===== config.mk =====
export PLATFORM = sky130hd
export DESIGN_NAME = scan_mux_reg_flat
export DESIGN_NICKNAME = d
export VERILOG_FILES = /design/src/rtl/scan_mux_pkg.sv /design/src/rtl/scan_mux_reg_if.sv /design/src/rtl/scan_mux_reg_dwell_counter.sv /design/src/rtl/scan_mux_reg.sv /design/src/flat_wrapper.sv
export SDC_FILE = /design/constraint.sdc
export NUM_CORES = 1
export LEC_CHECK = 0
export ABC_AREA = 1
export BUFFER_PORTS_ARGS = -buffer_cell sky130_fd_sc_hd__buf_2
export CAP_MARGIN = 10
export CELL_PAD_IN_SITES_DETAIL_PLACEMENT = 1
export CELL_PAD_IN_SITES_GLOBAL_PLACEMENT = 2
export CORE_ASPECT_RATIO = 0.6
export CORE_MARGIN = 1.5
export CORE_UTILIZATION = 28
export CTS_CLUSTER_DIAMETER = 60
export CTS_CLUSTER_SIZE = 16
export DETAILED_ROUTE_END_ITERATION = 8
export HOLD_SLACK_MARGIN = 0.03
export PLACE_DENSITY_LB_ADDON = 0.2
export SLEW_MARGIN = 20
export SYNTH_ARGS = -nofsm -noshare
export SYNTH_HDL_FRONTEND = slang
export SYNTH_SLANG_ARGS = --single-unit
export TNS_END_PERCENT = 30

===== constraint.sdc =====
create_clock -name clk -period 2.9 [get_ports clk]
set_input_delay 0.29 -clock clk [delete_from_list [all_inputs] [get_ports clk]]
set_output_delay 0.29 -clock clk [all_outputs]
set_load 0.01 [all_outputs]

===== src/rtl/scan_mux_pkg.sv =====
// Shared types for the registered scan multiplexer: FSM encoding and mode values.
package scan_mux_pkg;

    typedef enum logic [1:0] {MANUAL, SCAN, PAUSED} state_t;

    localparam logic MODE_MANUAL = 1'b0;
    localparam logic MODE_SCAN   = 1'b1;

endpackage


===== src/rtl/scan_mux_reg_if.sv =====
// Channel bank in, selected word and status out; master drives inputs, slave is the mux.
// Latency: n/a (wiring only). Backpressure: none, every signal is sampled each cycle.
interface scan_mux_reg_if #(
    parameter int WIDTH    = 4,
    parameter int CHANNELS = 4
);
    localparam int SW = $clog2(CHANNELS);

    logic [CHANNELS*WIDTH-1:0] data_in;
    logic                      mode;
    logic [SW-1:0]             sel;
    logic                      hold;
    logic [WIDTH-1:0]          m;
    logic [SW-1:0]             cur_sel;
    logic                      changed;
    logic                      sel_err;

    modport master (
        output data_in, mode, sel, hold,
        input  m, cur_sel, changed, sel_err
    );

    modport slave (
        input  data_in, mode, sel, hold,
        output m, cur_sel, changed, sel_err
    );

endinterface


===== src/rtl/scan_mux_reg_dwell_counter.sv =====
// Dwell counter 0..DWELL-1; tc flags the last cycle on a channel.
// Latency: tc is combinational from the count. Backpressure: en freezes, clr restarts.
module dwell_counter #(
    parameter int DWELL = 8
) (
    input  logic clk,
    input  logic reset,
    input  logic clr,
    input  logic en,
    output logic tc
);
    localparam int CW = (DWELL > 1) ? $clog2(DWELL) : 1;

    logic [CW-1:0] count;

    assign tc = (count == CW'(DWELL - 1));

    always_ff @(posedge clk) begin
        if (reset || clr) begin
            count <= '0;
        end else if (en) begin
            count <= tc ? '0 : count + 1'b1;
        end
    end

endmodule


===== src/rtl/scan_mux_reg.sv =====
// Registered CHANNELS:1 word mux with manual select or round-robin auto-scan.
// Latency: 1 cycle data_in/sel -> m. Backpressure: none; hold pauses the scan only.
module scan_mux_reg
    import scan_mux_pkg::*;
#(
    parameter int WIDTH    = 4,
    parameter int CHANNELS = 4,
    parameter int DWELL    = 8
) (
    input  logic         clk,
    input  logic         reset,
    scan_mux_reg_if.slave bus
);
    localparam int SW = $clog2(CHANNELS);

    state_t           state, state_nxt;
    logic [SW-1:0]    cur_sel, sel_nxt, sel_wrap;
    logic [WIDTH-1:0] m_q, word_nxt;
    logic             changed_q, sel_err_q, err_nxt;
    logic             cnt_clr, cnt_en, tc;
    logic             sel_ok;

    dwell_counter #(.DWELL(DWELL)) u_dwell (
        .clk   (clk),
        .reset (reset),
        .clr   (cnt_clr),
        .en    (cnt_en),
        .tc    (tc)
    );

    // Explicit wrap so non power-of-2 channel counts return to 0.
    assign sel_wrap = (cur_sel == SW'(CHANNELS - 1)) ? '0 : cur_sel + 1'b1;
    assign sel_ok   = ({1'b0, bus.sel} < (SW + 1)'(CHANNELS));

    // A mode change always wins over a dwell expiry on the same edge.
    always_comb begin
        state_nxt = state;
        sel_nxt   = cur_sel;
        err_nxt   = 1'b0;
        cnt_clr   = 1'b0;
        cnt_en    = 1'b0;
        if (bus.mode == MODE_MANUAL) begin
            state_nxt = MANUAL;
            cnt_clr   = 1'b1;
            if (sel_ok) begin
                sel_nxt = bus.sel;
            end else begin
                err_nxt = 1'b1;
            end
        end else begin
            case (state)
                MANUAL: begin
                    state_nxt = SCAN;
                    cnt_clr   = 1'b1;
                end
                SCAN: begin
                    if (bus.hold) begin
                        state_nxt = PAUSED;
                    end else begin
                        cnt_en = 1'b1;
                        if (tc) sel_nxt = sel_wrap;
                    end
                end
                PAUSED: begin
                    if (!bus.hold) begin
                        state_nxt = SCAN;
                        cnt_en    = 1'b1;
                        if (tc) sel_nxt = sel_wrap;
                    end
                end
                default: state_nxt = MANUAL;
            endcase
        end
    end

    always_comb begin
        word_nxt = '0;
        for (int k = 0; k < CHANNELS; k++) begin
            if (sel_nxt == SW'(k)) word_nxt = bus.data_in[k*WIDTH +: WIDTH];
        end
    end

    always_ff @(posedge clk) begin
        if (reset) begin
            state     <= MANUAL;
            cur_sel   <= '0;
            m_q       <= '0;
            changed_q <= 1'b0;
            sel_err_q <= 1'b0;
        end else begin
            state     <= state_nxt;
            cur_sel   <= sel_nxt;
            m_q       <= word_nxt;
            changed_q <= (sel_nxt != cur_sel);
            sel_err_q <= err_nxt;
        end
    end

    assign bus.m       = m_q;
    assign bus.cur_sel = cur_sel;
    assign bus.changed = changed_q;
    assign bus.sel_err = sel_err_q;

endmodule

===== src/flat_wrapper.sv =====
// flat-port wrapper written by rule: the top's interface ports become plain ports
module scan_mux_reg_flat import scan_mux_pkg::*;
#(
    parameter int WIDTH    = 4,
    parameter int CHANNELS = 4,
    parameter int DWELL    = 8
)
  (clk, reset, bus_data_in, bus_mode, bus_sel, bus_hold, bus_m, bus_cur_sel, bus_changed, bus_sel_err);
  scan_mux_reg_if #(.WIDTH(WIDTH), .CHANNELS(CHANNELS)) bus_i ();
  input  logic clk;
  input  logic reset;
  input wire logic [$bits(bus_i.data_in)-1:0] bus_data_in;
  input wire logic [$bits(bus_i.mode)-1:0] bus_mode;
  input wire logic [$bits(bus_i.sel)-1:0] bus_sel;
  input wire logic [$bits(bus_i.hold)-1:0] bus_hold;
  output wire logic [$bits(bus_i.m)-1:0] bus_m;
  output wire logic [$bits(bus_i.cur_sel)-1:0] bus_cur_sel;
  output wire logic [$bits(bus_i.changed)-1:0] bus_changed;
  output wire logic [$bits(bus_i.sel_err)-1:0] bus_sel_err;
  assign bus_i.data_in = bus_data_in;
  assign bus_i.mode = bus_mode;
  assign bus_i.sel = bus_sel;
  assign bus_i.hold = bus_hold;
  assign bus_m = bus_i.m;
  assign bus_cur_sel = bus_i.cur_sel;
  assign bus_changed = bus_i.changed;
  assign bus_sel_err = bus_i.sel_err;
  scan_mux_reg #(.WIDTH(WIDTH), .CHANNELS(CHANNELS), .DWELL(DWELL)) u_core (.clk(clk), .reset(reset), .bus(bus_i));
endmodule

==> results of run 1 <==
## state kept, by name, indices dropped and copies added (netlist names)
| name | cells |
|---|---|
| u_core.bus.m | 4 |
| u_core.u_dwell.count | 3 |
| u_core.bus.cur_sel | 2 |
| u_core.state | 2 |
| u_core.bus.changed | 1 |
## cell families (layout without fill, tap and decap cells)
family          count (synthesis)  count (layout)  share of synthesized area (%)
simple gates                   53              53                           34.2
compound gates                 17              17                           12.9
fa+ha+maj                       8               8                           11.4
flops                          12              12                           27.5
buf+inv                        25              55                           11.6
xor+xnor                        2               2                           2.00
other cells                     1               1                          0.429
## power groups by stage
stage                     Sequential [mW]  Clock, mW  Combinational (mW)
after global placement              0.185          0               0.108
after detailed placement            0.186          0               0.109
after floorplan                     0.189          0              0.0647
after CTS                           0.182      0.186               0.111
final                               0.182      0.181               0.110
after global routing                0.184      0.194               0.124
## critical path, delay by kind of cell, from the launching register on
kind | cells | cell delay (ns)
compound gates | 1 | 0.17
fa+ha+maj | 1 | 0.36
buf+inv | 3 | 0.22
flops | 1 | 0.42
simple gates | 6 | 0.67
## how the worst min path moves through the flow
stage | end | depth (start not counted)
global placement | u_core.u_dwell.count[2]$_SDFFE_PP0P_ | 2
CTS | u_core.bus.cur_sel[1]$_SDFF_PP0_ | 2
detailed placement | u_core.u_dwell.count[2]$_SDFFE_PP0P_ | 2
global route | u_core.bus.cur_sel[0]$_SDFF_PP0_ | 2
floorplan | u_core.bus.changed$_SDFF_PP0_ | 1
finish | u_core.bus.cur_sel[0]$_SDFF_PP0_ | 2
## metal layers
| layer | routed length [µm] | GRT usage [%] | up-vias |
|---|---|---|---|
| met5 | 0 | 0 | - |
| met4 | 17 | 2.14 | 0 |
| met3 | 77 | 3.94 | 2 |
| met2 | 933 | 18.9 | 20 |
| met1 | 1320 | 23.4 | 385 |
| li1 | - | - | 434 |
## area by class of cell
type	instances	area, µm²	area share [%]
clock buffer	4	55.1	4.97
inverter	23	86.3	7.80
multi-input combinational	81	533	48.1
sequential	12	240	21.7
tap	42	52.6	4.75
timing repair buffer	28	140	12.7
## cells in the mapped netlist
cell / count
nand3_2: 2
dfxtp_1: 12
nand2_4: 2
nand3_1: 16
inv_1: 20
nor2_1: 7
o21ai_0: 7
o21bai_1: 1
nor2_2: 1
nand2_8: 1
nand2_1: 14
nor3_1: 1
conb_1: 1
ha_1: 8
o21bai_2: 4
nor2_4: 2
buf_4: 2
a21oi_1: 5
xor2_1: 2
or2_1: 1
nand4_1: 3
inv_2: 3
nand2_2: 3
==> flow_metrics.tcl, run 1 <==
set metrics [dict create \
    outcome "finished, final reports clean" \
    viasPerCell 4.43 \
    report.final.slew_viol_count 0 \
    p_sw_mw 0.134 \
    wirelength_um 2350 \
    vias 841 \
    grt_use_total_pct 14.6 \
    tritoncts "built" \
    reg2reg_depth 11 \
    drc 0 \
    avgRoutedWirePerCell_um 12.3 \
    regToRegStartpoint "u_core.state[0]$_SDFFE_PP0P_" \
    root_buffer "clkbuf_8" \
    io_pins 30 \
    cp_slowest_cell "dfxtp_1" \
    min_period_ns 1.95 \
    numCtsBuffers 3 \
    fin_tns_setup_ns 0 \
    postLayoutCellArea_um2 1110 \
    nets 179 \
    p_seq_share_pct 38.5 \
    ys.warnings.count 0 \
    crit_type "flip-flop to flip-flop" \
    fillers 396 \
    die_h_um 46.3 \
    core_um2 2930 \
    die_area_um2 3480 \
    final_common_cell "buf_2" \
    synth_top_area_share_pct 27.5 \
    cpPeakStageDelay_ns 0.42 \
    p_per_area_nw_per_um2 427 \
    area_growth_pct 26.6 \
    seq_area_frac_synth_pct 27.5 \
    fp.dieW_um 75.2 \
    final_util_pct 37.8 \
    syn_inst 118 \
    grt_pass1_wl_um 3680 \
    ys_types 23 \
    io_buffers 28 \
    final_cell_mix "28 x buf_2, 20 x inv_1, 16 x nand3_1, 14 x nand2_1, 12 x dfxtp_1" \
    hp-class "primary input to flip-flop" \
    clk_path_buf_depth 2 \
    skew_ns 0.00523 \
    ctsResizeCount 0 \
    start_util_pct 29.9 \
    netSwitchingFraction_pct 28.4 \
    drv_cap 0 \
    whs_ns 0.305 \
    pre_cts_ws_ns 0.994 \
    dp_cells 186 \
    r2r-end "u_core.bus.m[3]$_SDFF_PP0_" \
    antenna_cells 0 \
    ys_top_cells_by_area "dfxtp_1 27%, ha_1 11%, nand3_1 9.2%, inv_1 8.6%, nand2_1 6.0%" \
    synth_nets 148 \
    hpwl_um 1970 \
    rows 15 \
    intPower_mw 0.339 \
    place_congestion 0.729 \
    setup.worst_path.start_class "flip-flop" \
    dpl_cell_area_um2 1050 \
    setup_viol 0 \
    startpoint "u_core.state[0]$_SDFFE_PP0P_" \
    synth-seq-cells 12 \
    grt_max_degree 10 \
    htree_levels 1 \
    crit_path_end "u_core.bus.m[3]$_SDFF_PP0_" \
    path_cells "inv_1 > ha_1 > inv_1 > nor2_4 > nand3_1 > nand3_2 > nand2_4 > o21ai_0 > nand3_1 > nand2_1 > inv_1" \
    ant_nets 0 \
    stdcell_count 190 \
    synth.avg_cell_area_um2 7.41 \
    hold_viol 0 \
    finalCritPeriodShare_pct 67.2 \
    rsz0062_at_grt "no" \
    endpoint_kind "flip-flop" \
    hp-start "reset" \
    p_leak_nw 0.578 \
    drive_gt1_share_pct 33.8 \
    synth_area_leader_cell "dfxtp_1" \
    ctsHoldBuffers 0 \
    first_pass_iters 4 \
    combinationalPowerShare_pct 23.3 \
    vdd_drop_max_mv 0.139 \
    grt_pass1_vias 737 \
    drt_iter0_markers 28 \
    power_frac_clock_pct 38.2 \
    crit_top_cell "inv_1" \
    antenna_found_initial 0 \
    cp_max_fo 9 \
    critPathArrivalTime_ns 2.09 \
    clkTransAtPathRegs_ns 0.06 \
    cts_setup_buffers 0 \
    required_ns 3.04 \
    overflow 0 \
    layout_setup_ws_ns 0.951 \
    power_mw 0.473 \
    max_clock_freq_ghz 0.513 \
    clkSinkCount 12 \
    r2r_slack_ns 0.95 \
    synth_area_um2 875 \
    clk_latency_ns 0.24 \
]
Note: power is estimated with default switching activity, not from simulation.
==> inputs of run 2 (changes only) <==
--- a/config.mk
+++ b/config.mk
@@ -12,7 +12,7 @@
 export CELL_PAD_IN_SITES_GLOBAL_PLACEMENT = 2
 export CORE_ASPECT_RATIO = 0.6
 export CORE_MARGIN = 1.5
-export CORE_UTILIZATION = 28
+export CORE_UTILIZATION = 23
 export CTS_CLUSTER_DIAMETER = 60
 export CTS_CLUSTER_SIZE = 16
 export DETAILED_ROUTE_END_ITERATION = 8
==> constraint.sdc (replaced) <==
create_clock -name clk -period 1.6 [get_ports clk]
set_input_delay 0.16 -clock clk [delete_from_list [all_inputs] [get_ports clk]]
set_output_delay 0.16 -clock clk [all_outputs]
set_load 0.01 [all_outputs]
==> run 2 against run 1 <==
  * Power rose by 100%
  * Die area rose by 21%
  * Design area rose by 26%
  * First-iteration DRC count rose by 25%
  * Critical endpoint is now u_core.bus.m[0]$_SDFF_PP0_
  * Critical path depth rose by 1
  * Worst setup slack got worse by 0.97 ns
  * Register-to-register slack got worse by 0.97 ns
  * Fmax rose by 20%
  * The run now ends with negative setup slack left
  * Clock skew barely moved
==> flow_metrics.tcl, run 2 (same netlist as run 1, synthesis figures left out) <==
set metrics [dict create \
    grt_pass1_wl_um 4390 \
    clkTransAtPathRegs_ns 0.06 \
    hpwl_um 2140 \
    final_util_pct 38.0 \
    p_per_area_nw_per_um2 686 \
    wirelength_um 2760 \
    die_area_um2 4190 \
    skew_ns 0.00526 \
    crit_top_cell "nand3_2" \
    io_buffers 28 \
    ant_nets 0 \
    antenna_cells 0 \
    max_clock_freq_ghz 0.618 \
    htree_levels 1 \
    cp_slowest_cell "dfxtp_2" \
    layout_setup_ws_ns -0.0184 \
    clk_path_buf_depth 2 \
    violations "negative setup slack" \
    rsz0062_at_grt "yes" \
    grt_max_degree 10 \
    intPower_mw 0.663 \
    endpoint_kind "flip-flop" \
    overflow 0 \
    p_seq_share_pct 34.0 \
    root_buffer "clkbuf_8" \
    fp.dieW_um 82.6 \
    vias 918 \
    fillers 455 \
    drive_gt1_share_pct 55.5 \
    avgRoutedWirePerCell_um 13.1 \
    cp_max_fo 6 \
    setup_viol 1 \
    path_cells "inv_2 > ha_4 > inv_4 > nor2_4 > buf_6 > nand3_2 > nand3_2 > nand2_4 > o21ai_2 > nand3_2 > nand2_1 > inv_1" \
    combinationalPowerShare_pct 29.9 \
    core_um2 3660 \
    die_h_um 50.8 \
    hp-class "primary input to flip-flop" \
    tritoncts "built" \
    power_frac_clock_pct 36.1 \
    start_util_pct 23.9 \
    viasPerCell 4.35 \
    drv_cap 0 \
    drt_iter0_markers 35 \
    place_congestion 0.733 \
    grt_use_total_pct 14.8 \
    p_leak_nw 0.686 \
    fin_tns_setup_ns -0.0184 \
    nets 195 \
    required_ns 1.74 \
    final_common_cell "buf_2" \
    rows 17 \
    vdd_drop_max_mv 0.350 \
    grt_pass1_vias 907 \
    p_sw_mw 0.291 \
    clk_latency_ns 0.25 \
    report.final.slew_viol_count 0 \
    numCtsBuffers 3 \
    cpPeakStageDelay_ns 0.33 \
    finalCritPeriodShare_pct 101 \
    io_pins 30 \
    first_pass_iters 4 \
    largest_register_ffs 4 \
    area_growth_pct 59.1 \
    setup.worst_path.start_class "flip-flop" \
    crit_type "flip-flop to flip-flop" \
    hold_viol 0 \
    clkSinkCount 12 \
    netSwitchingFraction_pct 30.5 \
    drc 0 \
    ctsHoldBuffers 0 \
    outcome "complete, but fails checks" \
    critPathArrivalTime_ns 1.76 \
    min_period_ns 1.62 \
    antenna_found_initial 0 \
    final_cell_mix "28 x buf_2, 15 x inv_1, 13 x nand2_1, 13 x buf_4, 9 x nand3_2" \
]
## run 2: cell count changes in the layout (fill, tap and decap cells not counted), sizes merged
| cell | before | now |
|---|---|---|
| buf | 28 | 44 |
## run 2: cell type report
class | instances | area [µm²] | area share, %
multi-input cells | 81 | 669 | 48.1
repair buffers | 44 | 272 | 19.5
flip-flops and latches | 12 | 248 | 17.8
inverters | 23 | 88.8 | 6.38
well taps | 47 | 58.8 | 4.23
clock buffers | 4 | 55.1 | 3.96
## run 2: layer usage
metal	vias up	GRT usage (%)	part of all wire, %
met3	4	4.55	4.7
met2	22	20.2	42
met4	0	5.00	1.4
met5	-	0	0
met1	427	21.7	52
li1	465	-	-
## run 2: power by group through the flow
stage / sequential [mW] / clock, mW / combinational [mW]
2_1_floorplan: 0.342 / 0 / 0.117
5_1_grt: 0.327 / 0.372 / 0.318
6_report: 0.325 / 0.345 / 0.285
3_3_place_gp: 0.331 / 0 / 0.225
4_1_cts: 0.327 / 0.358 / 0.262
3_5_place_dp: 0.332 / 0 / 0.228
## run 2: path summary, 6_finish.rpt
path / from / endpoint / slack, ns / depth (start not counted)
setup / recovery: u_core.state[1]$_SDFFE_PP0P_ / u_core.bus.m[0]$_SDFF_PP0_ / -0.02 / 12
hold / removal: reset / u_core.bus.cur_sel[0]$_SDFF_PP0_ / 0.16 / 2
setup reg to reg: u_core.state[1]$_SDFFE_PP0P_ / u_core.bus.m[0]$_SDFF_PP0_ / -0.02 / 12
hold reg to reg: u_core.u_dwell.count[1]$_SDFFE_PP0P_ / u_core.u_dwell.count[1]$_SDFFE_PP0P_ / 0.49 / 2
## run 2: critical path: cells and delay by family (launching register included)
kind                     cells  cell delay (ns)
adder cells (fa/ha/maj)      1             0.29
buffers and inverters        4             0.24
flip-flops                   1             0.33
AO/OA/AOI/OAI                1             0.13
AND/OR/NAND/NOR              6             0.53
## run 2: timing repair
action,CTS,global route
resized for setup,24,20
pin swaps,10,14
setup buffers,4,1
endpoints found under the setup margin,5,7
## run 2: through the flow
step                      std cells  worst slack [ns]  cell area [µm²]  hold WS [ns]  total power, mW
after floorplan                 118            0.0114              875         0.229            0.459
after global placement          202            -0.230             1140         0.408            0.555
after detailed placement        202            -0.224             1140         0.423            0.560
after CTS                       210           -0.0637             1310         0.155            0.947
after global routing            211           -0.0889             1390         0.164             1.02
final                           211           -0.0184             1390         0.161            0.955
